--- src/rtl/uart_byte_tx.sv ---
// 8N1 byte serialiser: accepts a one-cycle send_en pulse, shifts the byte out LSB-first, then pulses tx_done.
// Define UART_TX_PARITY_EN to insert a parity bit (sense set by PARITY_ODD) between D7 and the stop bit.
module uart_byte_tx #(
    parameter int CLK_FREQ   = 50000000,
    parameter int PARITY_ODD = 0
) (
    input  logic       clk,
    input  logic       rst_n,
    input  logic       send_en,
    input  logic [7:0] data_byte,
    input  logic [2:0] baud_set,
    output logic       uart_tx,
    output logic       tx_done,
    output logic       uart_state
);

    localparam logic [12:0] DIV_9600   = 13'(CLK_FREQ / 9600);
    localparam logic [12:0] DIV_19200  = 13'(CLK_FREQ / 19200);
    localparam logic [12:0] DIV_38400  = 13'(CLK_FREQ / 38400);
    localparam logic [12:0] DIV_57600  = 13'(CLK_FREQ / 57600);
    localparam logic [12:0] DIV_115200 = 13'(CLK_FREQ / 115200);

    typedef enum logic [2:0] {
        S_IDLE,
        S_START,
        S_DATA,
        S_PAR,
        S_STOP
    } state_t;

    state_t      r_state;
    logic [12:0] r_cnt;
    logic [12:0] r_div;
    logic [3:0]  r_idx;
    logic [7:0]  r_byte;
    logic [12:0] w_div;
    logic        w_tick;

    always_comb begin
        w_div = DIV_9600;
        case (baud_set)
            3'd1:    w_div = DIV_19200;
            3'd2:    w_div = DIV_38400;
            3'd3:    w_div = DIV_57600;
            3'd4:    w_div = DIV_115200;
            default: w_div = DIV_9600;
        endcase
    end

    // Last clock of the current bit period.
    assign w_tick = (r_cnt == r_div - 13'd1);

`ifndef UART_TX_PARITY_EN
    logic w_unused_parity;
    assign w_unused_parity = PARITY_ODD[0];
`endif

    always_ff @(posedge clk or negedge rst_n) begin
        if (!rst_n) begin
            r_state    <= S_IDLE;
            r_cnt      <= '0;
            r_div      <= '0;
            r_idx      <= '0;
            r_byte     <= '0;
            uart_tx    <= 1'b1;
            tx_done    <= 1'b0;
            uart_state <= 1'b0;
        end else begin
            tx_done <= 1'b0;
            if (r_state == S_IDLE) begin
                // Inputs are captured here so the frame is immune to later bus changes.
                if (send_en) begin
                    r_byte     <= data_byte;
                    r_div      <= w_div;
                    r_cnt      <= '0;
                    r_idx      <= '0;
                    uart_tx    <= 1'b0;
                    uart_state <= 1'b1;
                    r_state    <= S_START;
                end
            end else begin
                r_cnt <= w_tick ? 13'd0 : r_cnt + 13'd1;
                if (w_tick) begin
                    case (r_state)
                        S_START: begin
                            uart_tx <= r_byte[0];
                            r_idx   <= '0;
                            r_state <= S_DATA;
                        end
                        S_DATA: begin
                            if (r_idx == 4'd7) begin
`ifdef UART_TX_PARITY_EN
                                uart_tx <= (^r_byte) ^ PARITY_ODD[0];
                                r_state <= S_PAR;
`else
                                uart_tx <= 1'b1;
                                r_state <= S_STOP;
`endif
                            end else begin
                                uart_tx <= r_byte[r_idx[2:0] + 3'd1];
                                r_idx   <= r_idx + 4'd1;
                            end
                        end
`ifdef UART_TX_PARITY_EN
                        S_PAR: begin
                            uart_tx <= 1'b1;
                            r_state <= S_STOP;
                        end
`endif
                        S_STOP: begin
                            uart_tx    <= 1'b1;
                            uart_state <= 1'b0;
                            tx_done    <= 1'b1;
                            r_state    <= S_IDLE;
                        end
                        default: begin
                            uart_tx    <= 1'b1;
                            uart_state <= 1'b0;
                            r_state    <= S_IDLE;
                        end
                    endcase
                end
            end
        end
    end

endmodule
--- config.mk ---
export PLATFORM = sky130hd
export DESIGN_NAME = uart_byte_tx
export DESIGN_NICKNAME = d
export VERILOG_FILES = /design/src/rtl/uart_byte_tx.sv
export SDC_FILE = /design/constraint.sdc
export NUM_CORES = 1
export LEC_CHECK = 0
export ABC_AREA = 1
export CAP_MARGIN = 20
export CORE_ASPECT_RATIO = 0.5
export CORE_MARGIN = 5
export CORE_UTILIZATION = 37
export DETAILED_ROUTE_END_ITERATION = 8
export GPL_ROUTABILITY_DRIVEN = 0
export HOLD_SLACK_MARGIN = 0.03
export MAX_ROUTING_LAYER = met4
export PLACE_DENSITY_LB_ADDON = 0.05
export SYNTH_ARGS = -nofsm -noshare
export SYNTH_HDL_FRONTEND = slang
export SYNTH_SLANG_ARGS = --single-unit
--- constraint.sdc ---
create_clock -name clk -period 2.2 [get_ports clk]
set_input_delay 0.33 -clock clk [delete_from_list [all_inputs] [get_ports clk]]
set_output_delay 0.33 -clock clk [all_outputs]
set_load 0.05 [all_outputs]
* After elaboration in Yosys (flattened, before gate mapping)
Cells that the tools add are included.
** Word-level totals
- Register bits :: 44
- Logic and storage cells :: 63
- Input bits :: 14
- Output and inout bits :: 3
** Cells by class
- Mux-type cells :: 28
- Eq/ne operators :: 13
- Add/sub/neg operators :: 4
- Reductions and logical operators :: 9
- $lt $le $gt $ge :: 1
** Operators with widths (number)
- case mux 13 bit (4 select lines) :: 1
- 2-to-1 mux 13 bit :: 3
- 2-to-1 mux 4 bit :: 4
- adder 13 x 1 -> 13 bit (second input constant) :: 1
- == test 13 bit :: 1
- subtractor 13 x 1 -> 13 bit (second input constant) :: 1
- 2-to-1 mux 1 bit :: 12
- 2-to-1 mux 3 bit :: 4
- == test 3 x 2 -> 1 bit (second input constant) :: 3
- case mux 4 bit (2 select lines) :: 1
- == test 3 x 1 -> 1 bit (second input constant) :: 2
- == test 3 bit (second input constant) :: 2
- != test 3 bit (second input constant) :: 2
- case mux 3 bit (2 select lines) :: 1
- AND reduction 3 bit :: 2
- adder 4 x 1 -> 4 bit (second input constant) :: 1
- == test 4 x 3 -> 1 bit (second input constant) :: 1
- < comparator 3 x 4 -> 1 bit (second input constant) :: 1
- AND reduction 2 bit :: 2
- AND reduction 4 bit :: 1
- adder 3 x 1 -> 3 bit (second input constant) :: 1
- binary-select mux 1 bit (select 3 bit) :: 1
- logical NOT 3 bit :: 1
- nonzero test 3 bit :: 1
- 5 further kinds :: 5

* Logic depth before layout (Yosys ltp)
Gate-level depths: netlist (run 1).
- Depth in word-level cells :: 7
- Mapped depth :: 16
- Depth with buffers taken out :: 15

* Worst setup path before layout (run 1)
OpenSTA, ideal clock, no wires.
- Path kind :: reg2reg
- Start point :: register r_div[1]
- End point :: register r_state[0]
- Buffers on the path :: 1
- Required time :: 2070 ps
- Setup slack :: 374 ps
- Setup time :: 130 ps
- Arrival :: 1696 ps
- Period minus slack after synthesis :: 1826 ps
- Cell stages (with the launch flop) :: 15
- Cell sequence :: dfrtp_1 > inv_1 > ha_1 > nand2_1 > nor2_1 > o21ai_0 > nand2_1 > nand3_1 > nor2_1 > nand3_2 > nand2_4 > buf_8 > nand3_2 > nand2_1 > nand2_1
** On the way
- Longest elaborated chain between the ends :: 4
** Ends and longest elaborated chain
- from (decl) :: RTL line 33 : logic [12:0] r_div;
- from (signal assigned) :: RTL line 74 : r_div <= w_div;
- subtractor 13 x 1 -> 13 bit :: RTL line 51 : assign w_tick = (r_cnt == r_div - 13'd1);
- == test 13 bit :: RTL line 51
- nonzero test 2 bit (no source line)
- AND reduction 3 bit (no source line)
- to (signal assigned) :: RTL line 60 : r_state <= S_IDLE;
- to (signal assigned) :: RTL line 79 : r_state <= S_START;
- to (signal assigned) :: RTL line 88 : r_state <= S_DATA;
- to (decl) :: RTL line 31 : state_t r_state;
Every way passes these cells.
A chain may end at the register's enable or synchronous reset.

* Worst setup path in the final report (run 1)
- Start point :: register r_div[1]
- End point :: register r_state[2]
Same word-level chain as after synthesis.

==> out/summary.txt, run 1 <==
total number of vias: 2268
Die Height: 69.5 um
Leakage: 1.45 nW
Final min period: 2020 ps
largest net degree at the start of global routing: 44
XOR/XNOR Fraction of Synth Area: 7.64%
Syn Area/Cell: 7.51 um^2
Die ar.: 8970 um^2
grt ovf: 0
CORE AREA: 6780 um^2
drt total wl: 6080 um
area share of the largest cell type after synthesis: 40.1%
peak supply drop: 0.000466 V
num rows: 21
Warnings, synthesis: 0
Place WS: 36.1 ps
Max Cap Viol: 0
pwr dens: 1260 nW/um^2
final setup TNS: 0 ps
Num CTS Buffers: 5
register area share after synthesis: 41.1%
critical path class: flip-flop to flip-flop
Syn Std Cell Area: 2620 um^2
boundary pin count: 17
hpwl dp: 4660 um
# setup viols final: 0
number of fillers in the final layout: 717
RSZ-0062 raised after global routing: no
DRC: 0
CTS Sinks: 43
clock latency on the worst-skew pair: 290 ps
Reg area: 1080 um^2
Synth Flop Type: dfrtp_1
area of the multi-input gates: 1380 um^2
WL per Instance: 13.0 um
Netlist cell types: 31
clock skew: 5.61 ps
CP arrival: 2200 ps
commonest cells in the netlist: nand2_1, dfrtp_1, inv_1, nor2_1, nand3_1
Vias per Instance: 4.84
vias in the first global route: 2185
CP endpoint kind: flip-flop
Post-Syn Instances: 349
First-pass DRT Iterations: 4
run status: finished, final reports clean
depth of the CTS H-tree: 2
die width: 129 um
utilization after layout: 46.3%
GRT Util Overall: 15.0%
first-pass GRT wire length: 10500 um
clock buffer depth: 2
Detail Route Antenna Nets: 0
Worst setup SP type: flip-flop
Synth area leaders: dfrtp_1, nand2_1, inv_1
Syn Nets: 366
Max FO, Critical Path: 5
Worst Path Required: 2370 ps
count of flip-flops with a built-in enable after synthesis: 0
Slew @ Worst Pin: 500 ps
post-synthesis simple-gate area fraction: 33.2%
Initial Utilization: 38.7%
layout cells sized above 1: 12.5%
top-count cell post-synth: nand2_1
Post-layout nets: 393
compound-gate portion of the synthesized area: 8.45%
main combinational cell family by area after synthesis: simple AND/OR/NAND/NOR gates
fmax: 495 MHz
initial antenna violation count: 0
# diodes: 0
Layout area overhead: 19.8%
area share of fa/ha/maj cells after synthesis: 1.43%
port buffer count: 16
Tcrit/Tclk final: 91.9%
top cell type by total area after synthesis: dfrtp_1
relative slew slack: 66.5%
synthesized flop and latch total: 43
HP Class: flip-flop to flip-flop
PnR worst setup slack: 179 ps
initial DRC count: 131
Final Max Tran Viols: 0
clk root buf: clkbuf_16
Hold Violations, Final: 0
Clk pin slew, worst setup/hold paths: 60 ps
Post-synth ARST share: 100%
TritonCTS clock tree: yes
mux cell area share after synthesis: 0%
[per-layer routing]
layer | up-vias | GRT usage (%) | share of wire [%]
met5 | - | - | 0
met2 | 36 | 22.4 | 44
li1 | 1180 | - | -
met4 | 0 | 3.84 | 1.4
met3 | 10 | 3.46 | 3.3
met1 | 1042 | 20.5 | 51
[cells by family (layout without fill, tap and decap cells)]
family	Yosys count	after routing
xor gates and xnor gates	22	22
AOI/OAI and AO/OA	38	38
buffers and inverters	52	79
and+or+nand+nor	191	192
DFF	43	43
adders and majority gates	3	3
[critical path: stages, from the launching register on]
cell,delay (ps)
dfrtp_1,380
inv_1,140
ha_4,170
nand2_1,50
nor2_1,180
o21ai_0,120
nand2_1,80
nand3_2,110
nor2_4,150
nand3_4,120
nand2_4,120
buf_4,130
nand2_4,50
nand2_1,70
nand2_1,40
[layout make-up]
| type | count | area share, % |
|---|---|---|
| clock buffers | 6 | 4.42 |
| flip-flops and latches | 43 | 34.3 |
| inverters | 45 | 5.38 |
| multi-input cells | 255 | 43.8 |
| clock inverters | 2 | 0.518 |
| repair buffers | 26 | 7.93 |
| well taps | 92 | 3.67 |
[stage by stage]
step / instance area (um^2) / power (mW) / instances / hold WS, ps
finish: 3140 / 3.97 / 469 / 474
global route: 3140 / 4.34 / 469 / 503
floorplan: 2620 / 2.70 / 349 / 34.4
CTS: 3070 / 3.89 / 465 / 478
detailed placement: 2900 / 3.10 / 456 / 326
global placement: 2900 / 3.08 / 456 / 329
[cell usage in the layout (no fill, tap or decap), types with 2 or more instances in the layout]
cell type and n:
nor2_1 37, o21ai_2 2, nand4_1 10, nand2_2 3, inv_2 4, clkdlybuf4s50_1 15
dfrtp_1 42, o22ai_1 11, nor3_1 3, nor2_2 4, xnor2_1 7, nor4_1 2
nand2_1 96, inv_1 41, ha_1 2, o211ai_1 3, xor2_1 14, nand2_4 2
nand3_2 4, nor2_4 6, a21oi_1 6, clkbuf_16 5, o21ai_0 14, nand3_1 23
buf_4 7
[flip-flops by register name, summed over array words and instances (netlist names)]
| name | count |
|---|---|
| r_cnt | 13 |
| r_div | 12 |
| r_byte | 8 |
| r_idx | 4 |
| r_state | 3 |
| tx_done | 1 |
| uart_state | 1 |
| uart_tx | 1 |
[final timing paths]
kind / start / to / slack, ps / cells past startpoint
worst min-delay path: r_byte[3]$_DFFE_PN0P_ / r_byte[3]$_DFFE_PN0P_ / 470 / 2
max in group asynchronous: rst_n / uart_tx$_DFFE_PN1P_ / 1370 / 3
worst max register to register: r_div[1]$_DFFE_PN0P_ / r_state[2]$_DFFE_PN0P_ / 180 / 14
min in group asynchronous: rst_n / tx_done$_DFF_PN0_ / 550 / 3
worst max-delay path: r_div[1]$_DFFE_PN0P_ / r_state[2]$_DFFE_PN0P_ / 180 / 14
worst min register to register: r_byte[3]$_DFFE_PN0P_ / r_byte[3]$_DFFE_PN0P_ / 470 / 2
[power by group]
group	internal [mW]	leakage [nW]	switching, mW	total (mW)
Clock	0.453	0.0731	0.305	0.758
Combinational	0.711	0.823	1.21	1.92
Sequential	1.06	0.553	0.241	1.30
Total	2.22	1.45	1.75	3.97
[what timing repair did]
item,in CTS,in global routing
setup buffers,0,3
resized for setup,0,9
hold buffers,1,0
endpoints found under the setup margin,0,20
endpoints found under the hold margin,36,0
Note: power is estimated with default switching activity, not from simulation.
==> inputs of run 2 (changes only) <==
Settings changed: CAP_MARGIN 20 to 5, SETUP_SLACK_MARGIN from default to 0.02.
Clock period 2.2 ns to 2.4 ns, I/O delays scaled along.
==> run 2 against run 1 <==
First-iteration DRC count grew 2.3%; sequential cell count is the same; largest cell class unchanged; critical endpoint is now r_state[0]$_DFFE_PN0P_; register-to-register slack gained 30 ps; maximum frequency shrank 7.7%; cell area shrank 0.76%; clock-buffer cell count shrank 1.
==> out/summary.txt, run 2 (synthesis results as in run 1) <==
drt total wl: 6330 um
Post-layout nets: 391
clock skew: 4.36 ps
worst r2r dst: r_state[0]$_DFFE_PN0P_
Die ar.: 8970 um^2
# setup viols final: 0
# diodes: 0
Num CTS Buffers: 5
worst hold start: r_byte[3]$_DFFE_PN0P_
Max FO, Critical Path: 6
total number of vias: 2277
Final Max Tran Viols: 0
first-pass GRT wire length: 10700 um
initial DRC count: 134
Layout area overhead: 18.9%
clk root buf: clkbuf_16
Worst Path Required: 2580 ps
max reg flops: 13
num rows: 21
layout cells sized above 1: 11.2%
Hold Violations, Final: 0
boundary pin count: 17
CP arrival: 2360 ps
RSZ-0062 raised after global routing: no
Vias per Instance: 4.88
HP Class: flip-flop to flip-flop
critical path class: flip-flop to flip-flop
WL per Instance: 13.6 um
Initial Utilization: 38.7%
Clk pin slew, worst setup/hold paths: 60 ps
Die Height: 69.5 um
pwr dens: 1190 nW/um^2
Tcrit/Tclk final: 91.2%
Max Cap Viol: 0
commonest non-fill, non-tap cell in the layout: nand2_1
Detail Route Antenna Nets: 0
Pwr Total: 3.71 mW
Leakage: 1.45 nW
initial antenna violation count: 0
Finished Cell Area: 3120 um^2
grt ovf: 0
Slew @ Worst Pin: 680 ps
R2R Setup Slk: 210 ps
die width: 129 um
Top reg by flops: r_cnt
fmax: 457 MHz
RR Startpoint: r_div[1]$_DFFE_PN0P_
largest net degree at the start of global routing: 22
DRC: 0
GRT Util Overall: 15.4%
Final min period: 2190 ps
CTS Sinks: 43
vias in the first global route: 2214
First-pass DRT Iterations: 4
peak supply drop: 0.000498 V
final setup TNS: 0 ps
CP endpoint kind: flip-flop
Worst setup SP type: flip-flop
CORE AREA: 6780 um^2
hpwl dp: 4870 um
FF-to-FF path depth: 14
worst hold endpoint: r_byte[3]$_DFFE_PN0P_
hold depth: 2
depth of the CTS H-tree: 2
relative slew slack: 54.3%
most frequent cells in the layout: nand2_1, dfrtp_1, inv_1
DP Area: 2880 um^2
TritonCTS clock tree: yes
clock buffer depth: 2
clock latency on the worst-skew pair: 290 ps
biggest regs: r_cnt x13, r_div x12, r_byte x8
port buffer count: 16
run status: finished, final reports clean
## run 2: per-layer routing
| metal | track usage (%) | vias to the layer above | wire length [um] |
|---|---|---|---|
| met5 | - | - | 0 |
| met4 | 5.24 | 0 | 61 |
| met3 | 4.31 | 6 | 391 |
| met2 | 21.0 | 60 | 2720 |
| met1 | 21.7 | 1047 | 3160 |
| li1 | - | 1164 | - |
## run 2: worst max-delay path: stages (launching register included)
cell,delay (ps)
dfrtp_1,390
inv_1,110
ha_2,220
nand2_1,60
nor2_1,170
o21ai_0,130
nand2_1,80
nand3_1,100
nor2_1,150
nand3_2,200
nand2_8,160
buf_12,120
nand3_2,60
nand2_1,70
nand2_1,40
## run 2: stage by stage
step	instances	setup WS [ps]	util, %	hold WS (ps)
finish	467	211	46.0	470
global route	467	0.428	46.0	500
CTS	464	150	45.2	479
detailed placement	455	164	42.5	337
global placement	455	245	42.5	337
floorplan	349	574	-	64.4
## run 2: how the worst max path moves through the flow
| stage | start | endpoint | slack, ps | cells after the start |
|---|---|---|---|---|
| floorplan | r_div[1]$_DFFE_PN0P_ | r_state[0]$_DFFE_PN0P_ | 570 | 14 |
| CTS | r_div[1]$_DFFE_PN0P_ | r_idx[3]$_DFFE_PN0P_ | 150 | 15 |
| global route | r_div[1]$_DFFE_PN0P_ | uart_state$_DFFE_PN0P_ | 0.4 | 16 |
| detailed placement | r_div[1]$_DFFE_PN0P_ | r_idx[3]$_DFFE_PN0P_ | 160 | 15 |
| finish | r_div[1]$_DFFE_PN0P_ | r_state[0]$_DFFE_PN0P_ | 210 | 14 |
| global placement | r_div[1]$_DFFE_PN0P_ | r_idx[1]$_DFFE_PN0P_ | 250 | 15 |
## run 2: power by group
part | internal, mW | switching (mW)
clock | 0.491 | 0.287
sequential | 0.967 | 0.228
combinational | 0.633 | 1.10
## run 2: repair_timing
action,in CTS,in global routing
gates resized for setup,0,3
endpoints found under the hold margin,3,0
endpoints found under the setup margin,0,5
hold buffers,1,0
setup buffers,0,2
## run 2: final cells by class
| type | instances | area, um^2 |
|---|---|---|
| fill | 701 | 3660 |
| sequential | 43 | 1080 |
| inverter | 45 | 169 |
| clock buffer | 5 | 125 |
| timing repair buffer | 24 | 230 |
| tap | 92 | 115 |
| multi-input combinational | 255 | 1360 |
| clock inverter | 3 | 43.8 |
